===== config.mk =====
export PLATFORM = sky130hd
export DESIGN_NAME = fpaddsub_norm_scheduler
export DESIGN_NICKNAME = d
export VERILOG_FILES = /design/src/rtl/fpaddsub_norm_scheduler.sv
export SDC_FILE = /design/constraint.sdc
export NUM_CORES = 1
export LEC_CHECK = 0
export CORE_MARGIN = 2
export CORE_UTILIZATION = 50
export CTS_CLUSTER_SIZE = 12
export DETAILED_ROUTE_END_ITERATION = 10
export PLACE_DENSITY = 0.87
export SYNTH_ARGS = -nofsm -noshare
export SYNTH_HDL_FRONTEND = slang
export SYNTH_SLANG_ARGS = --single-unit
export TNS_END_PERCENT = 1

===== constraint.sdc =====
create_clock -name clk -period 15 [get_ports clk]
set_input_delay 3 -clock clk [delete_from_list [all_inputs] [get_ports clk]]
set_output_delay 3 -clock clk [all_outputs]
set_load 0.05 [all_outputs]

===== src/rtl/fpaddsub_norm_scheduler.sv =====
`default_nettype none
// ============================================================================
// Module      : fpaddsub_norm_scheduler
// Description : Shared normalization stage for the FP add/sub datapath.
//               A round-robin arbiter picks one of NREQ lanes per cycle.
//               The chosen lane goes into a two-stage pipeline:
//                 S1 captures the lane's mantissa, exponent and ID.
//                 S2 holds the result: leading-nought count, left shift and
//                    exponent adjust happen between S1 and S2.
//               The result leaves tagged with the originating lane ID.
// Ports       : clk, rst         - clock, synchronous active-high reset
//               req_valid/ready  - per-lane request handshake (NREQ bits)
//               req_mant         - lane i mantissa at [32i+31:32i]
//               req_exp          - lane i biased exponent at [8i+7:8i]
//               out_valid/ready  - result handshake
//               out_id           - originating lane
//               out_mant/exp     - normalized mantissa, adjusted exponent
//               out_zero         - input mantissa was zero
// Revision    : 1.0 - initial release
// ============================================================================
module fpaddsub_norm_scheduler #(
  parameter int NREQ = 4,
  parameter int IDW  = 2
) (
  input  logic                clk,
  input  logic                rst,
  input  logic [NREQ-1:0]     req_valid,
  output logic [NREQ-1:0]     req_ready,
  input  logic [NREQ*32-1:0]  req_mant,
  input  logic [NREQ*8-1:0]   req_exp,
  output logic                out_valid,
  input  logic                out_ready,
  output logic [IDW-1:0]      out_id,
  output logic [31:0]         out_mant,
  output logic [7:0]          out_exp,
  output logic                out_zero
);

  localparam int c_mant_w = 32;
  localparam int c_exp_w  = 8;

  // Pipeline state
  logic [IDW-1:0]        ptr_q,       ptr_d;
  logic                  s1_valid_q;
  logic [IDW-1:0]        s1_id_q;
  logic [c_mant_w-1:0]   s1_mant_q;
  logic [c_exp_w-1:0]    s1_exp_q;
  logic                  out_valid_q;
  logic [IDW-1:0]        out_id_q;
  logic [c_mant_w-1:0]   out_mant_q,  out_mant_d;
  logic [c_exp_w-1:0]    out_exp_q,   out_exp_d;
  logic                  out_zero_q,  out_zero_d;

  // Combinational helpers
  logic                  w_s2_en;
  logic                  w_s1_en;
  logic [NREQ-1:0]       w_grant;
  logic [IDW-1:0]        w_grant_idx;
  logic                  w_found;
  logic                  w_xfer;
  logic [c_mant_w-1:0]   w_sel_mant;
  logic [c_exp_w-1:0]    w_sel_exp;
  logic [5:0]            w_lnc;
  logic [c_exp_w-1:0]    w_shift;

  assign w_s2_en = !out_valid_q || out_ready;
  assign w_s1_en = !s1_valid_q || w_s2_en;

  // Round-robin search.
  // Offset k is the priority rank. Lane i sits at rank k exactly when
  // ptr == (i - k) mod NREQ. Every index here is a constant after unrolling,
  // so ptr is only compared, never used as a variable index.
  always_comb begin
    w_grant     = '0;
    w_grant_idx = '0;
    w_found     = 1'b0;
    for (int k = 0; k < NREQ; k++) begin
      for (int i = 0; i < NREQ; i++) begin
        if (!w_found && req_valid[i] &&
            (ptr_q == IDW'((i - k + NREQ) % NREQ))) begin
          w_found     = 1'b1;
          w_grant[i]  = 1'b1;
          w_grant_idx = IDW'(i);
        end
      end
    end
  end

  assign req_ready = w_grant & {NREQ{w_s1_en}};
  assign w_xfer    = |req_ready;

  // Steer the granted lane's operands into S1
  always_comb begin
    w_sel_mant = '0;
    w_sel_exp  = '0;
    for (int i = 0; i < NREQ; i++) begin
      if (w_grant[i]) begin
        w_sel_mant = req_mant[c_mant_w*i +: c_mant_w];
        w_sel_exp  = req_exp[c_exp_w*i +: c_exp_w];
      end
    end
  end

  always_comb begin
    ptr_d = ptr_q;
    if (w_xfer) begin
      ptr_d = (w_grant_idx == IDW'(NREQ - 1)) ? '0 : w_grant_idx + IDW'(1);
    end
  end

  // Leading-nought count: the highest set bit wins because it is visited last
  always_comb begin
    w_lnc = 6'd32;
    for (int b = 0; b < c_mant_w; b++) begin
      if (s1_mant_q[b]) begin
        w_lnc = 6'(31 - b);
      end
    end
  end

  // The shift is clamped to the exponent, so a small exponent leaves a
  // denormal result instead of an underflowed exponent.
  always_comb begin
    w_shift    = ({2'b00, w_lnc} < s1_exp_q) ? {2'b00, w_lnc} : s1_exp_q;
    out_zero_d = (s1_mant_q == '0);
    out_mant_d = s1_mant_q << w_shift;
    out_exp_d  = s1_exp_q - w_shift;
    if (out_zero_d) begin
      out_mant_d = '0;
      out_exp_d  = '0;
    end
  end

  always_ff @(posedge clk) begin
    if (rst) begin
      ptr_q       <= '0;
      s1_valid_q  <= 1'b0;
      s1_id_q     <= '0;
      s1_mant_q   <= '0;
      s1_exp_q    <= '0;
      out_valid_q <= 1'b0;
      out_id_q    <= '0;
      out_mant_q  <= '0;
      out_exp_q   <= '0;
      out_zero_q  <= 1'b0;
    end else begin
      ptr_q <= ptr_d;
      if (w_s1_en) begin
        s1_valid_q <= w_xfer;
        if (w_xfer) begin
          s1_id_q   <= w_grant_idx;
          s1_mant_q <= w_sel_mant;
          s1_exp_q  <= w_sel_exp;
        end
      end
      // The output data holds its last value when a bubble moves in.
      // Only out_valid drops.
      if (w_s2_en) begin
        out_valid_q <= s1_valid_q;
        if (s1_valid_q) begin
          out_id_q   <= s1_id_q;
          out_mant_q <= out_mant_d;
          out_exp_q  <= out_exp_d;
          out_zero_q <= out_zero_d;
        end
      end
    end
  end

  assign out_valid = out_valid_q;
  assign out_id    = out_id_q;
  assign out_mant  = out_mant_q;
  assign out_exp   = out_exp_q;
  assign out_zero  = out_zero_q;

endmodule
`default_nettype wire

# [After elaboration in Yosys (flattened, before gate mapping)]
# Index checks and enable logic that the tools add are counted.
[word_totals] mem_count=0 reg_bits=89 romBits=0 latchBits=0 inputBits=167 output_inout_bits=48 wordCells=163 mem_bits_rw=0
[op_classes] eq_ne=4 mul=0 bitwise_logic=1 magnitude_cmp=1 n_addsub=2 reduce_logical=55 muxes=89 div=0 shift=1
[op_table] op="6-bit two-way mux" n=32
[op_table] op="32-bit two-way mux" n=5
[op_table] op="8-bit two-way mux" n=6
[op_table] op="32-bit zero test" n=1
[op_table] op="32-bit by 8-bit << shifter with 32-bit output" n=1
[op_table] op="1-bit logical AND" n=31
[op_table] op="1-bit two-way mux" n=31
[op_table] op="2-bit two-way mux" n=15
[op_table] op="1-bit zero test" n=17
[op_table] op="6-bit by 8-bit less-than comparator with 1-bit output" n=1
[op_table] op="8-bit subtractor" n=1
[op_table] op="2-bit equality test (second input constant)" n=3
[op_table] op="4-bit bitwise AND" n=1
[op_table] op="2-bit AND reduction" n=2
[op_table] op="4-bit OR reduction" n=1
[op_table] op="2-bit by 1-bit adder with 2-bit output (second input constant)" n=1
[op_table] op="2-bit by 1-bit equality test with 1-bit output (second input constant)" n=1
[op_table] op="2-bit zero test" n=1
[op_table] op="1-bit logical OR" n=2

# [Logic depth before layout (Yosys ltp)]
[depth] word_depth=66 depth_mapped=26

# [Least setup slack after synthesis]
# OpenSTA, ideal clock, no wires.
[synth_timing] path_kind="input port to output port" from="in req_valid[2]" to="out req_ready[0]" arrival_ps=3877 setup_slack_ps=8123 cell_stages=5 required_ps=12000 n_path_buf=0 path_cell_list="nor2_1 -> a21oi_1 -> nor2_1 -> o21a_1 -> and2_1"
[synth_via] elab_chain_cells=44
[synth_lines] element="start: declaration" line="27" rtl="input logic [NREQ-1:0] req_valid,"
[synth_lines] element="1-bit logical AND (2 in a row)" line="79" rtl="if (!w_found && req_valid[i] &&"
[synth_lines] element="1-bit two-way mux" line="79"
[synth_lines] element="1-bit zero test" line="79"
[synth_lines] element="1-bit logical AND (2 in a row)" line="79"
[synth_lines] element="1-bit two-way mux" line="79"
[synth_lines] element="1-bit zero test" line="79"
[synth_lines] element="1-bit logical AND (2 in a row)" line="79"
[synth_lines] element="1-bit two-way mux" line="79"
[synth_lines] element="[23 not listed]"
[synth_lines] element="1-bit two-way mux" line="79"
[synth_lines] element="1-bit zero test" line="79"
[synth_lines] element="1-bit logical AND (2 in a row)" line="79"
[synth_lines] element="1-bit two-way mux" line="79"
[synth_lines] element="1-bit zero test" line="79"
[synth_lines] element="1-bit logical AND (2 in a row)" line="79"
[synth_lines] element="1-bit two-way mux (*)" line="79"
[synth_lines] element="4-bit bitwise AND (*)" line="89" rtl="assign req_ready = w_grant & {NREQ{w_s1_en}};"
[synth_lines] element="end: declaration" line="28" rtl="output logic [NREQ-1:0] req_ready,"
# Every way passes the cells marked *; elsewhere a longest branch is shown, timed or not.

# [Worst setup path in the final report]
[layout_timing] from="in req_valid[2]" to="out req_ready[1]"
[layout_via] elab_chain_cells=48
[layout_lines] element="1-bit logical AND (2 in a row)" line="79"
[layout_lines] element="1-bit two-way mux" line="79"
[layout_lines] element="1-bit zero test" line="79"
[layout_lines] element="1-bit logical AND (2 in a row)" line="79"
[layout_lines] element="1-bit two-way mux" line="79"
[layout_lines] element="1-bit zero test" line="79"
[layout_lines] element="1-bit logical AND (2 in a row)" line="79"
[layout_lines] element="1-bit two-way mux" line="79"
[layout_lines] element="[27 not listed]"
[layout_lines] element="1-bit two-way mux" line="79"
[layout_lines] element="1-bit zero test" line="79"
[layout_lines] element="1-bit logical AND (2 in a row)" line="79"
[layout_lines] element="1-bit two-way mux" line="79"
[layout_lines] element="1-bit zero test" line="79"
[layout_lines] element="1-bit logical AND (2 in a row)" line="79"
[layout_lines] element="1-bit two-way mux (*)" line="79"
[layout_lines] element="4-bit bitwise AND (*)" line="89"
# Marks and branches as above.

==> metrics.yaml <==
pwr:
  p_total_mw: 1.66
  p_per_area_nw_per_um2: 192
  vdd_drop_max_mv: 0.109
  leakage_nw: 3.25
routing:
  drc: 0
  first_pass_iters: 8
  antenna_left: 0
  drt-initial-drc-count: 744
  viasPerCell: 6.19
  routedWlPerCell_um: 17.7
  vias: 6716
  routed_wl_mm: 19.2
yosys:
  synth_seq_cells: 89
  syn_area_per_cell_um2: 8.37
  synth_fa_ha_area_share_pct: 2.55
  synth_compound_area_share_pct: 29.3
  yosysSeqAreaShare_pct: 28.8
  syn_inst: 740
  syn_nets: 919
  synth_edf_count: 0
  synthDominantCellAreaShare_pct: 28.8
  synth-warning-count: 0
  synth-simple-area-share_pct: 19.5
  muxShareOfSynthArea_pct: 13.8
  synth_top_family_by_area: "compound AO/OA/AOI/OAI gates"
  async_flop_share_pct: 0
  synth_top_area_cell: "dfxtp_1"
  yosys-top-cells-count: "dfxtp_1 (89), nor2_1 (89), nand2_1 (76), mux2i_1 (65), clkbuf_1 (43)"
  syn-cell-area_um2: 6190
  synth_top_flop_cell: "dfxtp_1"
  synth.area.top_cells: "dfxtp_1 (29%), mux2i_1 (11%), a222oi_1 (6.5%)"
  synthXorXnorAreaFrac_pct: 0.707
  ys_types: 72
worst_setup_path:
  crit_arrival_ps: 5540
  cp_data_required_time_ps: 12000
  crit_path_end_kind: "output pin"
  worstSetupPathType: "input pin to output pin"
  crit_fanout: 42
  start_kind: "input pin"
clock_network:
  cts_hold_buffers: 0
  clock_path_buffers: 2
  root_buffer: "clkbuf_16"
  insertion_delay_ps: 340
  cts_made_buffers: 9
  clk_pin_slew_ps: 60
  cts.htree.levels: 3
  cts_tree: "built"
  cts_sinks: 89
  post-cts-setup-buffers: 0
  cts_resized: 0
timing:
  worstMarginPinSlew_ps: 998
  min_period_ps: 8540
  clock-skew-final_ps: 7.29
  rsz0062_at_grt: "false"
  slew_headroom_pct: 33.1
  slew_violations: 0
  hold_viol: 0
  timing.final.crit_share_pct: 57.0
  fmax_mhz: 117
  setup_violations: 0
  setup_tns_ps: 0
  setup_slack_ps: 6460
finish:
  register_area_um2: 1780
  fillerInstances: 951
  area_growth_pct: 39.6
  fin_nets: 1091
  antenna_cells: 0
  multi_input_area_um2: 4090
  layout-drive-gt1-share_pct: 6.43
global_routing:
  grt_first_pass_wirelength_mm: 30.9
  grt_pass1_vias: 6278
  grt_remaining_overflow: 0
  grt_max_degree: 87
  antenna_found_initial: 0
  track_usage_pct: 28.7
die:
  die_area_um2: 13300
  initial_utilization_pct: 51.3
  die_x_um: 115
  die_h_um: 115
  core_area_um2: 12100
  io_pins: 215
  rows: 40
placed_design:
  port_buffers: 214
  place_ws_ps: 6490
  dpl.hpwl_mm: 14.4
  gp_congestion: 0.924
job:
  cap_violations: 0
hold_path:
  hold_path_class: "flip-flop to flip-flop"
outcome:
  status: "complete, no violations"
## logic make-up after synthesis
logic type	count (synthesis)
AOI/OAI and AO/OA	226
xor gates and xnor gates	5
adders and majority gates	12
buffers and inverters	74
DFF	89
muxes	80
and+or+nand+nor	254
## layer usage
metal  vias to the layer above  wire length, um  GRT usage (%)
li1                       3219                -              -
met5                         -                0              0
met4                         0              494           10.7
met3                        46             1350           4.22
met1                      3102             8260           38.4
met2                       349             9090           47.2
## flip-flops by register name, summed over array words and instances (netlist names)
name / count
out_mant: 32
s1_mant_q: 32
out_exp: 8
s1_exp_q: 8
out_id: 2
ptr_q: 2
s1_id_q: 2
out_valid: 1
out_zero: 1
s1_valid_q: 1
## placed cells by master (no fill, tap or decap), drive strengths merged, types with 10 or more instances in the layout
cell,n
nand2,76
inv,17
o21ai,23
nand3,12
a222oi,40
mux2,12
a32oi,12
a311oi,40
mux2i,67
clkdlybuf4s50,213
nor3,13
nor4,13
a21oi,28
nor2,89
ha,11
dfxtp,89
a22oi,16
nand2b,13
nor2b,10
## layout make-up
cell class / instances / area share [%]
timing repair buffer: 221 / 25.3
multi-input combinational: 577 / 47.3
sequential: 89 / 20.6
clock inverter: 7 / 1.16
clock buffer: 9 / 2.60
tap: 168 / 2.43
inverter: 14 / 0.608
## metrics by stage
| stage | std cells | hold WS, ps | util, % | instance area (um2) |
|---|---|---|---|---|
| after floorplan | 740 | 432 | - | 6190 |
| after CTS | 1085 | 457 | 71.7 | 8650 |
| after global routing | 1085 | 478 | 71.7 | 8650 |
| final | 1085 | 454 | 71.7 | 8650 |
| after detailed placement | 1069 | 448 | 69.0 | 8320 |
| after global placement | 1069 | 438 | 69.0 | 8320 |
## power by group
| part | switching [mW] | total, mW | leakage (nW) | internal [mW] |
|---|---|---|---|---|
| registers | 0.0608 | 0.355 | 0.732 | 0.295 |
| logic | 0.631 | 1.06 | 2.36 | 0.430 |
| clock network | 0.0982 | 0.246 | 0.161 | 0.148 |
## worst paths after layout
kind            startpoint            to  slack (ps)  cells past startpoint
max           req_valid[2]  req_ready[1]        6460                      5
min           out_mant[13]  out_mant[13]         450                      2
max reg2reg  s1_mant_q[12]    out_exp[7]        9090                     23
min reg2reg   out_mant[13]  out_mant[13]         450                      2
## critical path, stage by stage
cell and delay [ps]:
clkdlybuf4s50_1 500, a21oi_1 200, o221a_2 760, and2_1 270
clkdlybuf4s50_1 810
No activity file was read; power rests on OpenSTA's default activity.
